`src/rtl/pipeline_lca_adder.sv`:
```
// Pipelined carry-lookahead adder: one SW-bit slice per stage, two-level lookahead inside each slice.
// Operand copies shrink and result copies grow stage by stage, so all slices of one addition exit together.
module pipeline_lca_adder #(
    parameter int WIDTH  = 64,
    parameter int STAGES = 4,
    parameter int GROUP  = 4
) (
    input  logic             clk,
    input  logic             rst,
    input  logic [WIDTH-1:0] a,
    input  logic [WIDTH-1:0] b,
    input  logic             cin,
    output logic [WIDTH-1:0] sum,
    output logic             cout
);

    localparam int SW = WIDTH / STAGES;
    localparam int NG = SW / GROUP;

    // Flat sum-of-products carries at both levels; nothing ripples bit to bit.
    function automatic logic [SW:0] cla_slice(input logic [SW-1:0] x, input logic [SW-1:0] y,
                                              input logic ci);
        logic [SW-1:0] g, p, c;
        logic [NG-1:0] gg, gp, gc;
        logic          term, co;
        g  = x & y;
        p  = x ^ y;
        c  = '0;
        gg = '0;
        gp = '1;
        gc = '0;
        co = 1'b0;
        for (int unsigned i = 0; i < NG; i++) begin
            for (int unsigned j = 0; j < GROUP; j++) begin
                term = g[i*GROUP+j];
                for (int unsigned k = j + 1; k < GROUP; k++) term &= p[i*GROUP+k];
                gg[i] |= term;
                gp[i] &= p[i*GROUP+j];
            end
        end
        for (int unsigned i = 0; i < NG; i++) begin
            term = ci;
            for (int unsigned k = 0; k < i; k++) term &= gp[k];
            gc[i] = term;
            for (int unsigned j = 0; j < i; j++) begin
                term = gg[j];
                for (int unsigned k = j + 1; k < i; k++) term &= gp[k];
                gc[i] |= term;
            end
        end
        for (int unsigned i = 0; i < NG; i++) begin
            for (int unsigned j = 0; j < GROUP; j++) begin
                term = gc[i];
                for (int unsigned k = 0; k < j; k++) term &= p[i*GROUP+k];
                c[i*GROUP+j] = term;
                for (int unsigned m = 0; m < j; m++) begin
                    term = g[i*GROUP+m];
                    for (int unsigned k = m + 1; k < j; k++) term &= p[i*GROUP+k];
                    c[i*GROUP+j] |= term;
                end
            end
        end
        term = ci;
        for (int unsigned k = 0; k < NG; k++) term &= gp[k];
        co = term;
        for (int unsigned j = 0; j < NG; j++) begin
            term = gg[j];
            for (int unsigned k = j + 1; k < NG; k++) term &= gp[k];
            co |= term;
        end
        return {co, p ^ c};
    endfunction

    for (genvar s = 0; s < STAGES; s++) begin : g_stage
        localparam int HI = WIDTH - (s + 1) * SW;

        logic [SW-1:0]         in_a, in_b;
        logic                  in_c;
        logic [SW:0]           res;
        logic [(s+1)*SW-1:0]   sum_d, sum_q;
        logic                  carry_d, carry_q;

        if (s == 0) begin : g_head
            always_comb begin
                in_a    = a[SW-1:0];
                in_b    = b[SW-1:0];
                in_c    = cin;
                res     = cla_slice(in_a, in_b, in_c);
                sum_d   = res[SW-1:0];
                carry_d = res[SW];
            end
        end else begin : g_body
            always_comb begin
                in_a    = g_stage[s-1].g_ops.opa_q[SW-1:0];
                in_b    = g_stage[s-1].g_ops.opb_q[SW-1:0];
                in_c    = g_stage[s-1].carry_q;
                res     = cla_slice(in_a, in_b, in_c);
                sum_d   = {res[SW-1:0], g_stage[s-1].sum_q};
                carry_d = res[SW];
            end
        end

        // Only operand bits above this slice travel on to later stages.
        if (HI > 0) begin : g_ops
            logic [HI-1:0] opa_d, opa_q, opb_d, opb_q;

            if (s == 0) begin : g_from_port
                always_comb begin
                    opa_d = a[WIDTH-1:SW];
                    opb_d = b[WIDTH-1:SW];
                end
            end else begin : g_from_prev
                always_comb begin
                    opa_d = g_stage[s-1].g_ops.opa_q[HI+SW-1:SW];
                    opb_d = g_stage[s-1].g_ops.opb_q[HI+SW-1:SW];
                end
            end

            always_ff @(posedge clk) begin
                if (rst) begin
                    opa_q <= '0;
                    opb_q <= '0;
                end else begin
                    opa_q <= opa_d;
                    opb_q <= opb_d;
                end
            end
        end

        always_ff @(posedge clk) begin
            if (rst) begin
                sum_q   <= '0;
                carry_q <= 1'b0;
            end else begin
                sum_q   <= sum_d;
                carry_q <= carry_d;
            end
        end
    end

    always_comb begin
        sum  = g_stage[STAGES-1].sum_q;
        cout = g_stage[STAGES-1].carry_q;
    end

endmodule

```
`config.mk`:
```
export PLATFORM = sky130hd
export DESIGN_NAME = pipeline_lca_adder
export DESIGN_NICKNAME = d
export VERILOG_FILES = /design/src/rtl/pipeline_lca_adder.sv
export SDC_FILE = /design/constraint.sdc
export NUM_CORES = 1
export LEC_CHECK = 0
export BUFFER_PORTS_ARGS = -buffer_cell sky130_fd_sc_hd__buf_4
export CAP_MARGIN = 20
export CORE_MARGIN = 10
export CORE_UTILIZATION = 35
export CTS_CLUSTER_DIAMETER = 60
export DETAILED_ROUTE_END_ITERATION = 16
export SLEW_MARGIN = 40
export SYNTH_ARGS = -nofsm -noshare
export SYNTH_HDL_FRONTEND = slang
export SYNTH_SLANG_ARGS = --single-unit
```
`constraint.sdc`:
```
create_clock -name clk -period 2.7 [get_ports clk]
set_input_delay 0.27 -clock clk [delete_from_list [all_inputs] [get_ports clk]]
set_output_delay 0.27 -clock clk [all_outputs]
set_load 0.01 [all_outputs]
```
[Yosys cells after proc, flatten, opt, wreduce, memory -nomap -nowiden]
Cells that the tools add are included.
Storage, ports and cells
  register bits: 356
  bits in latches: 0
  RAM bits: 0
  ROM bits: 0
  input port bits: 131
  output and inout bits: 65
  logic and storage cells: 442
  memories kept: 0
Cells by class
  add/subtract/negate cells: 0
  $mul: 0
  divide/modulo/power cells: 0
  $lt $le $gt $ge: 0
  equality and inequality tests: 0
  shift-type cells: 0
  muxes and demuxes: 0
  bitwise gates (word level): 428
  reduce and logical (&&, ||, !) cells: 0
Operators with widths (count)
  $and 1x1->1: 232
  $or 1x1->1: 184
  $xor 16x16->16: 8
  $and 16x16->16: 4

[Logic depth before layout (Yosys ltp)]
  word-level depth: 19
  depth in mapped cells: 12
  depth with buffers taken out: 12

[Worst setup path after synthesis]
No wires, ideal clock.
  kind: register to register
  start point: register g_stage[0].g_ops.opa_q[5]
  end point: register g_stage[1].sum_q[31]
  setup time: 128 ps
  arrival time: 2421 ps
  required time: 2572 ps
  path slack: 151 ps
  cell stages (with the launch flop): 12
  path buffers: 0
  clock period less this slack: 2549 ps
  path through: dfxtp_1 ha_1 a21o_1 a21o_1 a221o_1 a221o_1 ha_1 o21ai_0 nand2b_1 a21oi_1 xor2_1 nor2_1
On the way
  longest elaborated chain between the ends: 17
  elaborated cells on any way between the ends: 28
  classes of those cells: bitwise (28)
RTL lines
  start: declaration: line 105  | logic [HI-1:0] opa_d, opa_q, opb_d, opb_q;
  start signal: assignment: line 124  | opa_q <= opa_d;
  $xor 16x16->16: line 27  | p = x ^ y;
  $and 1x1->1 (3 in a row): line 36  | for (int unsigned k = j + 1; k < GROUP; k++) term &= p[i*GROUP+k];
  $or 1x1->1 (3 in a row): line 37  | gg[i] |= term;
  $and 1x1->1: line 47  | for (int unsigned k = j + 1; k < i; k++) term &= gp[k];
  $or 1x1->1 (*) (2 in a row): line 48  | gc[i] |= term;
  $and 1x1->1 (*) (3 in a row): line 54  | for (int unsigned k = 0; k < j; k++) term &= p[i*GROUP+k];
  $or 1x1->1 (*) (3 in a row): line 59  | c[i*GROUP+j] |= term;
  $xor 16x16->16 (*): line 71  | return {co, p ^ c};
  end signal: assignment: line 135  | sum_q <= sum_d;
  end: declaration: line 80  | logic [(s+1)*SW-1:0] sum_d, sum_q;
Mark *: on every way between the ends. The rest lies on a longest branch, timed or not.
A chain may end at the register's enable or synchronous reset.

[Worst setup path in the final report]
  start point: register g_stage[0].g_ops.opb_q[5]
  end point: register g_stage[1].sum_q[28]
On the way
  longest elaborated chain between the ends: 11
  elaborated cells on any way between the ends: 22
  classes of those cells: bitwise (22)
RTL lines
  start: declaration: line 105
  start signal: assignment: line 125  | opb_q <= opb_d;
  $xor 16x16->16: line 27
  $and 1x1->1 (3 in a row): line 36
  $or 1x1->1 (3 in a row): line 37
  $and 1x1->1: line 47
  $or 1x1->1 (*) (2 in a row): line 48
  $xor 16x16->16 (*): line 71
  net g_stage[1].res[12]: line 79  | logic [SW:0] res;
The timed path passes the listed nets; every way through them passes the cells marked *.

==> results.txt <==
----------------------------------------------------
[Power]
  Power per cell area ... 718 mW/mm^2
  Switching Power ... 0.00256 W
  Clock Power Share ... 44.2%
  Sw Ratio ... 21.8%
  VDD IR-drop max ... 388 uV
  Fraction of power consumed by sequential logic ... 47.7%
  Share of total power in combinational logic ... 8.1%
  Leakage Power ... 7.28 nW
  Internal Power ... 0.00919 W

[Layout]
  Most frequent cells in the layout ... dfxtp_1 (353), nor2b_1 (300), buf_4 (208), dlygate4sd3_1 (89), ha_1 (74)
  Sequential Area ... 0.00713 mm^2
  Core utilization of the finished layout ... 48.5%
  Share of post-route cells with drive strength above 1 ... 21.4%
  Area of combinational cells with multiple inputs ... 0.00480 mm^2
  Leading cell type in the layout, fill and taps excluded ... dfxtp_1
  Non-filler cells in the finished layout ... 1833
  Relative area change from synthesis to final layout ... 36.3%
  Fin nets ... 1582
  Fill cell instance count of the final layout ... 3082

[Critical path]
  Data required time of the worst path ... 3160 ps
  Signal arrival time at the worst endpoint ... 3090 ps
  Family with the most delay on the worst path ... compound AO/OA/AOI/OAI gates
  Startpoint class of the critical path ... flop
  Slowest cell on the critical path ... fa_2
  CP Class ... flop to flop
  Endpoint class of the critical path ... flop
  Crit path largest cell delay ... 510 ps
  Maximum fanout count along the critical path ... 3
  Crit-path cells ... ha_1 -> a21o_1 -> a21o_1 -> a221o_1 -> a221o_1 -> buf_4 -> buf_4 -> fa_2 -> nor2b_4
  Worst path buffer plus inverter count ... 2

[STA]
  Min Clock Period, post-route ... 2620 ps
  Max Transition Viols Final ... 0
  Final Cycle Share ... 97.2%
  Unrepaired setup endpoints after global routing ... yes
  Fmax ... 0.381 GHz
  Setup violators final ... 0
  Worst-margin pin slew ... 653 ps
  Final hold vios ... 0
  Worst slew margin ... 56.5%
  Setup skew after layout ... 19.6 ps

[Job]
  Max cap viols ... 0

[Route]
  First-iteration detailed-routing DRC count ... 185
  Remaining routing DRC violations ... 0
  Routed wire length on met2 ... 11800 um
  Avg WL per Cell ... 12.7 um
  Detailed-routing iteration count for the pre-antenna-repair pass ... 4
  Post-DR vias/cell ... 4.09
  Routed vias ... 7499
  Met3 Routed Length ... 1140 um
  Total detailed-routing wirelength ... 23300 um
  DRT met1 WL ... 9710 um
  Highest routed metal layer ... met4
  Final ANT Viol Nets ... 0

[Floorplanning]
  Die footprint ... 0.0421 mm^2
  Standard cell core area ... 0.0337 mm^2
  Height of the die ... 205 um
  Horizontal die dimension ... 205 um
  Initial cell density of the core ... 35.6%
  Count of pins on the block boundary ... 196
  Count of standard-cell rows ... 67

[Global route]
  GRT Residual Overflow ... 0
  Global-route wire length before repair ... 37100 um
  Total Routing Usage GR ... 10.8%
  Maximum number of pins on one net before global-route repair ... 94
  Number of global-route vias before repair ... 7600
  Initial antenna violation count ... 1

[Logic synthesis]
  Number of instances in the synthesized netlist ... 1053
  Mapped Area ... 0.0120 mm^2
  Post-synth cell types ... 28
  Mean area per synthesized cell ... 11.4 um^2
  Yosys warning total ... 0
  Net Count, Synth ... 1280
  Count of state elements after synthesis ... 356
  Share of the yosys chip area belonging to registers ... 59.4%

[Clock network]
  Total CTS buffers ... 39
  Clock tree from TritonCTS ... done
  CTS sink cnt ... 356
  Depth of the CTS H-tree ... 2
  Maximum buffer depth of the clock tree ... 3
  Master cell of the clock root buffer ... clkbuf_16
  Clock latency reported for the late side of the worst-skew pair ... 530 ps
  CTS clock-pin slew for the worst setup and hold paths ... 60 ps

[Placement]
  Post-detailed-placement half-perimeter wirelength ... 16400 um
  Placer's final routability congestion estimate ... 0.773
  Placed cell count ... 1668
  Number of port buffers ... 195

[Hold path]
  Class of the worst hold path ... primary input to flop

[Outcome]
  Result of the run ... finished clean

----------------------------------------------------
==> worst reg2reg max path, stage by stage, from the launching register on <==
cell and delay, ps:
dfxtp_1 300, ha_1 320, a21o_1 170, a21o_1 150, a221o_1 320, a221o_1 400, buf_4 150, buf_4 130
fa_2 510, nor2b_4 120
==> what timing repair did <==
action | CTS | global route
hold endpoints to repair | 89 | 0
setup buffers | 0 | 5
endpoints found under the setup margin | 0 | 6
resized for setup | 0 | 23
hold buffers | 89 | 0
==> routing by layer <==
metal / track usage [%] / up-vias
li1: - / 3974
met4: 4.59 / 0
met5: 0 / -
met2: 18.9 / 125
met3: 2.89 / 51
met1: 12.2 / 3349
==> final cells by class <==
| class | instances | share of cell area, % |
|---|---|---|
| Clock buffer | 52 | 6.76 |
| Multi-Input combinational cell | 645 | 29.3 |
| Antenna cell | 1 | 0.0153 |
| Timing Repair Buffer | 301 | 15.4 |
| Clock inverter | 18 | 1.14 |
| Sequential cell | 356 | 43.6 |
| Tap cell | 448 | 3.43 |
| Inverter | 12 | 0.275 |
==> power by group through the flow <==
stage	Combinational, W	Clock [W]	Sequential, W
after global routing	0.00107	0.00560	0.00563
final	0.000952	0.00519	0.00561
after global placement	0.000822	0	0.00572
after detailed placement	0.000832	0	0.00572
after CTS	0.000942	0.00537	0.00561
after floorplan	0.000497	0	0.00571
==> state kept, by name, summed over array words and instances, names as in the netlist <==
| name | count |
|---|---|
| g_stage.g_ops.opb_q | 96 |
| sum | 64 |
| g_stage.sum_q | 96 |
| g_stage.g_ops.opa_q | 96 |
| g_stage.carry_q | 3 |
| cout | 1 |
==> synth_stat cells (all sizes together) <==
library cell    n  area share [%]
o2bb2ai         4            0.29
nand2b         19            0.99
clkbuf         40             1.3
a221o           4            0.33
and4            2            0.15
or2             1           0.052
inv            12            0.38
nand2          11            0.34
nand4           6            0.31
nor3b           2            0.13
xnor2          28             2.0
a211oi          1           0.063
nor2b         301              16
o2111a          1           0.094
xor2           20             1.5
nor3            1           0.042
a21oi          33             1.4
nand3           1           0.042
o21ai          26             1.1
a21o           20             1.3
ha             80             8.3
dfxtp         356              59
a211o           1           0.073
fa             16             2.7
nor2           64             2.0
o31ai           1           0.063
o211ai          2            0.13
==> cells by family (layout without fill, tap and decap cells) <==
logic type	count (synthesis)	in the layout	share of synthesized area, %
simple gates	408	408	19.7
flops	356	356	59.4
fa+ha+maj	96	96	11.0
compound gates	93	93	4.75
buf+inv	52	383	1.63
xor+xnor	48	48	3.50
other cells	0	1	0
==> stage by stage <==
| stage | hold slack, ps | total power (W) | TNS, ps | instance area [um^2] | worst slack [ps] |
|---|---|---|---|---|---|
| CTS | 1.02 | 0.0119 | 0 | 16200 | 5.29 |
| detailed placement | 420 | 0.00655 | 0 | 14000 | 22.7 |
| finish | 12.5 | 0.0118 | 0 | 16400 | 75.2 |
| floorplan | 398 | 0.00621 | 0 | 12000 | 151 |
| global placement | 415 | 0.00654 | 0 | 14000 | 69.8 |
| global route | 4.47 | 0.0123 | -92.3 | 16400 | -32.7 |
==> worst paths after layout <==
kind	startpoint	end	slack, ps	cells past startpoint
worst max-delay path	g_stage[0].g_ops.opb_q[5]	g_stage[1].sum_q[28]	80	9
worst min-delay path	a[24]	g_stage[0].g_ops.opa_q[8]	10	2
worst max register to register	g_stage[0].g_ops.opb_q[5]	g_stage[1].sum_q[28]	80	9
worst min register to register	g_stage[0].g_ops.opa_q[43]	g_stage[1].g_ops.opa_q[27]	430	1
No activity file was read; power rests on OpenSTA's default activity.
